## src/rtl/pipelined_barrel_shifter.sv

```systemverilog
// Pipelined barrel shifter: sll / srl / sra / ror with carry-out and zero flag.
// One register stage per shift-amount bit; stage k shifts by 2^k when amt[k]=1.
// A single global advance signal stalls every stage at once under backpressure.
module pipelined_barrel_shifter #(
   parameter  int WIDTH = 32,
   localparam int SHW   = $clog2(WIDTH)
) (
   input  logic             clk,
   input  logic             rst_n,
   input  logic             in_valid,
   output logic             in_ready,
   input  logic [WIDTH-1:0] in_data,
   input  logic [SHW-1:0]   in_amt,
   input  logic [1:0]       in_mode,
   output logic             out_valid,
   input  logic             out_ready,
   output logic [WIDTH-1:0] out_data,
   output logic             out_carry,
   output logic             out_zero
);

   localparam logic [1:0]     MODE_SLL = 2'b00;
   localparam logic [1:0]     MODE_SRL = 2'b01;
   localparam logic [1:0]     MODE_SRA = 2'b10;
   localparam logic [SHW-1:0] AMT_ONE  = SHW'(1);

   // Per-stage registers (index k = output of stage k).
   logic [SHW-1:0][WIDTH-1:0] data_q, orig_q;
   logic [SHW-1:0][SHW-1:0]   amt_q;
   logic [SHW-1:0][1:0]       mode_q;
   logic [SHW-1:0]            vld_q;

   // Stage inputs: stage 0 reads the input port, stage k reads stage k-1.
   logic [SHW-1:0][WIDTH-1:0] src_data, src_orig, nxt_data;
   logic [SHW-1:0][SHW-1:0]   src_amt;
   logic [SHW-1:0][1:0]       src_mode;
   logic [SHW-1:0]            src_vld;

   logic             advance;
   logic [SHW-1:0]   amt_f, cidx;

   // Shift of a fixed power-of-two distance; stages compose into the full shift.
   function automatic logic [WIDTH-1:0] step_shift(input logic [WIDTH-1:0] d,
                                                   input logic [1:0] m,
                                                   input int s);
      logic [WIDTH-1:0] r;
      case (m)
         MODE_SLL: r = d << s;
         MODE_SRL: r = d >> s;
         MODE_SRA: r = $unsigned($signed(d) >>> s);
         default:  r = (d >> s) | (d << (WIDTH - s));
      endcase
      return r;
   endfunction

   // The whole pipe moves together; in_ready never looks at in_valid.
   assign advance  = !out_valid || out_ready;
   assign in_ready = advance;

   assign src_data = {data_q[SHW-2:0], in_data};
   assign src_orig = {orig_q[SHW-2:0], in_data};
   assign src_amt  = {amt_q[SHW-2:0],  in_amt};
   assign src_mode = {mode_q[SHW-2:0], in_mode};
   assign src_vld  = {vld_q[SHW-2:0],  in_valid};

   for (genvar k = 0; k < SHW; k++) begin : g_stage
      assign nxt_data[k] = src_amt[k][k] ? step_shift(src_data[k], src_mode[k], 1 << k)
                                         : src_data[k];
   end

   // Pipeline registers: load on advance, otherwise hold every stage.
   always_ff @(posedge clk or negedge rst_n) begin
      if (!rst_n) begin
         vld_q  <= '0;
         data_q <= '0;
         orig_q <= '0;
         amt_q  <= '0;
         mode_q <= '0;
      end else if (advance) begin
         vld_q  <= src_vld;
         data_q <= nxt_data;
         orig_q <= src_orig;
         amt_q  <= src_amt;
         mode_q <= src_mode;
      end
   end

   assign out_valid = vld_q[SHW-1];
   assign out_data  = data_q[SHW-1];
   assign out_zero  = out_valid && (out_data == '0);
   assign amt_f     = amt_q[SHW-1];

   // Last bit shifted out, picked from the untouched operand carried to the end:
   // left shift loses a[WIDTH-n], right shifts and rotate lose a[n-1].
   always_comb begin
      cidx      = (mode_q[SHW-1] == MODE_SLL) ? ('0 - amt_f) : (amt_f - AMT_ONE);
      out_carry = (amt_f != '0) && orig_q[SHW-1][cidx];
   end

endmodule

```

## config.mk

```make
export PLATFORM = sky130hd
export DESIGN_NAME = pipelined_barrel_shifter
export DESIGN_NICKNAME = d
export VERILOG_FILES = /design/src/rtl/pipelined_barrel_shifter.sv
export SDC_FILE = /design/constraint.sdc
export NUM_CORES = 1
export LEC_CHECK = 0
export ABC_CLOCK_PERIOD_IN_PS = 8000
export BUFFER_PORTS_ARGS = -buffer_cell sky130_fd_sc_hd__buf_4
export CAP_MARGIN = 20
export CORE_MARGIN = 2
export CORE_UTILIZATION = 30
export DETAILED_ROUTE_END_ITERATION = 12
export GPL_TIMING_DRIVEN = 0
export SLEW_MARGIN = 10
export SYNTH_ARGS = -nofsm -noshare
export SYNTH_HDL_FRONTEND = slang
export SYNTH_SLANG_ARGS = --single-unit
```

## constraint.sdc

```tcl
create_clock -name clk -period 8 [get_ports clk]
set_clock_uncertainty 0.2 [all_clocks]
set_input_delay 0.4 -clock clk [delete_from_list [all_inputs] [get_ports clk]]
set_output_delay 0.4 -clock clk [all_outputs]
set_load 0.01 [all_outputs]
```

# ---- After elaboration in Yosys (flattened, before gate mapping)
# Cells that the tools add are included.
dict set report word_totals {
  regBits 360
  in_bits 43
}
dict set report classes {
  bitwise_logic 5
  order_cmp 1
  muxes 13
  n_addsub 2
  eq_ne 10
  n_reduce_logical 12
}
# op count
set op_table {}
lappend op_table {{one-hot mux 32 bit (3 select lines)} 5}
lappend op_table {{two-way mux 32 bit} 5}
lappend op_table {{logical NOT 32 bit} 1}
lappend op_table {{OR 16 x 32 -> 32 bit} 1}
lappend op_table {{OR 24 x 32 -> 32 bit} 1}
lappend op_table {{OR 28 x 32 -> 32 bit} 1}
lappend op_table {{OR 30 x 32 -> 32 bit} 1}
lappend op_table {{OR 31 x 32 -> 32 bit} 1}
lappend op_table {{logical NOT 2 bit} 6}
lappend op_table {{== test 2 x 1 -> 1 bit (second input constant)} 5}
lappend op_table {{== test 2 bit (second input constant)} 5}
lappend op_table {{less-than comparator 5 x 6 -> 1 bit (second input constant)} 1}
lappend op_table {{binary-select mux 1 bit (select 5 bit)} 1}
lappend op_table {{two-way mux 5 bit} 1}
lappend op_table {{nonzero test 5 bit} 1}
lappend op_table {{subtractor 1 x 5 -> 5 bit (first input constant)} 1}
lappend op_table {{subtractor 5 x 1 -> 5 bit (second input constant)} 1}
lappend op_table {{logical AND 1 bit} 2}
lappend op_table {{logical NOT 1 bit} 1}
lappend op_table {{logical OR 1 bit} 1}
lappend op_table {{two-way mux 1 bit} 1}

# ---- Longest topological paths before layout
dict set report logic_depth {
  word_depth 5
  ltp_mapped 11
}

# ---- Worst setup path after synthesis
# Ideal clock, no wire load.
dict set report synth_path {
  path_kind {register to output}
  start {reg amt_q, in the netlist amt_f[0]}
  end {out out_carry}
  path_buffers 1
  path_slack_ps 5055
  path_stages_with_launch 11
  arrival_time_ps 2345
  path_cell_list {dfrtp_1 > buf_4 > inv_1 > ha_1 > nor3b_1 > ha_1 > nand2_1 > o21ai_2 > a311o_1 > or4_1 > nand3_1}
}
dict set report synth_via {
  elab_chain_len 5
}
# element line
set synth_lines {}
lappend synth_lines {{from (decl)} 29} ;# logic [SHW-1:0][SHW-1:0] amt_q;
lappend synth_lines {{from (signal assigned)} 83} ;# amt_q <= src_amt;
lappend synth_lines {{subtractor 5 x 1 -> 5 bit / subtractor 1 x 5 -> 5 bit (equally long branches)} 96} ;# cidx = (mode_q[SHW-1] == MODE_SLL) ? ('0 - amt_f) : (amt_f - AMT_ONE);
lappend synth_lines {{two-way mux 5 bit} 96}
lappend synth_lines {{binary-select mux 1 bit (select 5 bit)} 97} ;# out_carry = (amt_f != '0) && orig_q[SHW-1][cidx];
lappend synth_lines {{two-way mux 1 bit (implied by the code)} 97}
lappend synth_lines {{logical AND 1 bit *} 97}
lappend synth_lines {{to (decl)} 18} ;# output logic out_carry,
# Mark *: on every way between the ends. The rest lies on a longest branch, timed or not. The select of a mux whose other input is x is not followed.

# ---- Worst setup path after layout
# Ends and elaborated chain as after synthesis.

==> results.tsv <==
metric	value	unit
status	complete, no violations	
DR WL/cell	16.1	um
final critical-path required period	3.90	ns
Bufs on Longest Clock Path	3	
max cap viols	0	
share of cells above drive strength 1	0.0901	
Avg Cell Area, Syn	8.16	um2
crit path max fanout	9	
Starting Density	0.302	
Final Hold Viols	0	
CTS resizes	0	
area leader, netlist	dfrtp_1	
n_diodes	0	
worst-margin pin slew	1.01	ns
mux cell area share after synthesis	0.0211	
initial antenna violation count	0	
global-route wire length before repair	78900	um
die height	241	um
number of remaining DRC errors	0	
Most used DFF post-synth	dfrtp_1	
flops & latches, synth	360	
RSZ-0062 raised after global routing	no	
Setup crit end kind	output port	
routed vias	14600	
die area	58300	um2
Final Power	8.46	mW
synth cell count leaders	nand2_1 (897), dfrtp_1 (360), o21ai_0 (285)	
post-synthesis compound-gate area fraction	0.122	
number of global-route vias before repair	14300	
Tcrit/Tclk final	0.487	
Post-DP HPWL	36800	um
Final setup viols	0	
Post-synth EDFFs	0	
Mapped Cells	2074	
via/cell ratio	4.82	
Yosys top cell area share	0.532	
Final Net Count	2279	
num rows	87	
required time of the critical path	7.40	ns
first drt pass iteration count	5	
DRT iter0 DRCs	1247	
TritonCTS Buffers	40	
I/O pin count	79	
worst hold path type	primary input to register	
startpoint types	register	
CP Class	register to output port	
adder-cell share of the synthesized area	0.00148	
Static Leakage	9.31	nW
Synth Area in Simple Gates	0.267	
worst-skew pair later-pin latency	0.56	ns
GPL Wtd Cong	0.928	
gr ovfl total	0	
most frequent cell after synthesis	nand2_1	
cell area after synthesis	16900	um2
Pwr Density	419	nW/um2
Core Box Area	56100	um2
Max Transition Viols Final	0	
Ys Warns	0	
GRT Util Overall	0.171	
worst setup slack after placement	4.59	ns
Synth Net Count	2119	
Clock Tree Root	clkbuf_16	
Antenna Nets Post-Route	0	
Async S/R FF share, synth	1.00	
WL final	48800	um
post-route cell area	20200	um2
die width	241	um
Distinct cells, synth	57	
slack of the critical path	4.10	ns
largest net degree at the start of global routing	97	
clock sinks	360	
H-tree lvl count	2	
Post-DP Area	18500	um2
CTS Hold Buffers Added	38	
Area Overhead vs Synth	19.5	%
Worst-path clk slew	0.06	ns
area share of xor/xnor cells in the synthesized design	0.00518	
port bufs	77	
Arr. time, crit path	3.30	ns
register area share after synthesis	0.532	
CTS tree	yes	
largest family of logic cells by synthesized area	simple AND/OR/NAND/NOR gates	
VDD IR max	148	uV
setup_tns	0	ns
Worst slew margin	0.327	
top area cells in the synthesized netlist	dfrtp_1 (53%), nand2_1 (20%), o21ai_0 (8.4%)	
postcts setup bufs	0	
fmax	257	MHz
## sequential cells by signal, summed over array words and instances (netlist names)
name / cells
amt_q: 20
vld_q: 5
data_q: 128
orig_q: 160
amt_f: 5
out_data: 32
mode_q: 10
## cell type report
| cell class | count | area [um2] |
|---|---|---|
| Fill cell | 5849 | 35800 |
| Sequential cell | 360 | 9010 |
| Multi-Input combinational cell | 1528 | 7050 |
| Clock buffer | 60 | 1170 |
| Timing Repair Buffer | 118 | 1050 |
| Tap cell | 756 | 946 |
| Buffer | 177 | 826 |
| Clock inverter | 12 | 131 |
| Inverter | 9 | 33.8 |
## cell usage in the layout, fill, tap and decap left out, drive strengths merged, types with 10 or more instances in the layout
cell type    instances
dlygate4sd3         38
inv                 10
dfrtp              360
nand3              101
buf                133
nand2              897
mux2i               12
a22oi               12
o21ai              286
clkbuf             184
nor2                49
or3                 26
a31oi               17
a221oi              16
a21oi               29
nor2b               17
## worst max-delay path, stage by stage (launching register included)
cell and delay [ns]:
dfrtp_1 0.32, buf_4 0.16, inv_1 0.16, ha_1 0.32
buf_2 0.24, mux4_2 0.53, a222oi_1 0.43, and3_1 0.20
or4_1 0.10, nand3_1 0.11, buf_4 0.18
## final timing paths
kind,slack [ns],to,from,cells after the start
max in group asynchronous,6.10,out_data[11],rst_n,4
worst min register to register,0.26,orig_q[128],orig_q[96],2
worst min-delay path,0.15,data_q[20],in_amt[0],3
worst max register to register,4.77,orig_q[42],vld_q[4],7
min in group asynchronous,0.19,data_q[48],rst_n,2
worst max-delay path,4.10,out_carry,amt_f[0],10
## stage by stage
step / hold slack (ns) / util / instances
2_1_floorplan: -0.0956 / - / 2074
3_3_place_gp: 0.251 / 0.329 / 2907
3_5_place_dp: 0.234 / 0.331 / 2910
4_1_cts: 0.133 / 0.361 / 3020
5_1_grt: 0.208 / 0.361 / 3020
6_report: 0.152 / 0.361 / 3020
## report_power, final
group	total [mW]	switching [mW]	leakage [nW]	internal [mW]
Sequential	3.40	0.747	4.36	2.65
Clock	1.82	0.745	0.636	1.08
Combinational	3.24	1.94	4.31	1.30
Total	8.46	3.43	9.31	5.03
## cell families (layout without fill, tap and decap cells)
family / count (synthesis) / after routing
fa+ha+maj: 2 / 2
flops: 360 / 360
xor+xnor: 7 / 7
mux: 24 / 24
simple gates: 1118 / 1118
buf+inv: 186 / 376
compound gates: 377 / 377
## metal layers
| layer | up-vias | track usage | share of wire |
|---|---|---|---|
| li1 | 7133 | - | - |
| met1 | 6928 | 0.242 | 0.48 |
| met2 | 398 | 0.266 | 0.44 |
| met3 | 92 | 0.0311 | 0.054 |
| met4 | 0 | 0.0550 | 0.028 |
| met5 | - | 0 | 0 |
No activity file was read; power rests on OpenSTA's default activity.
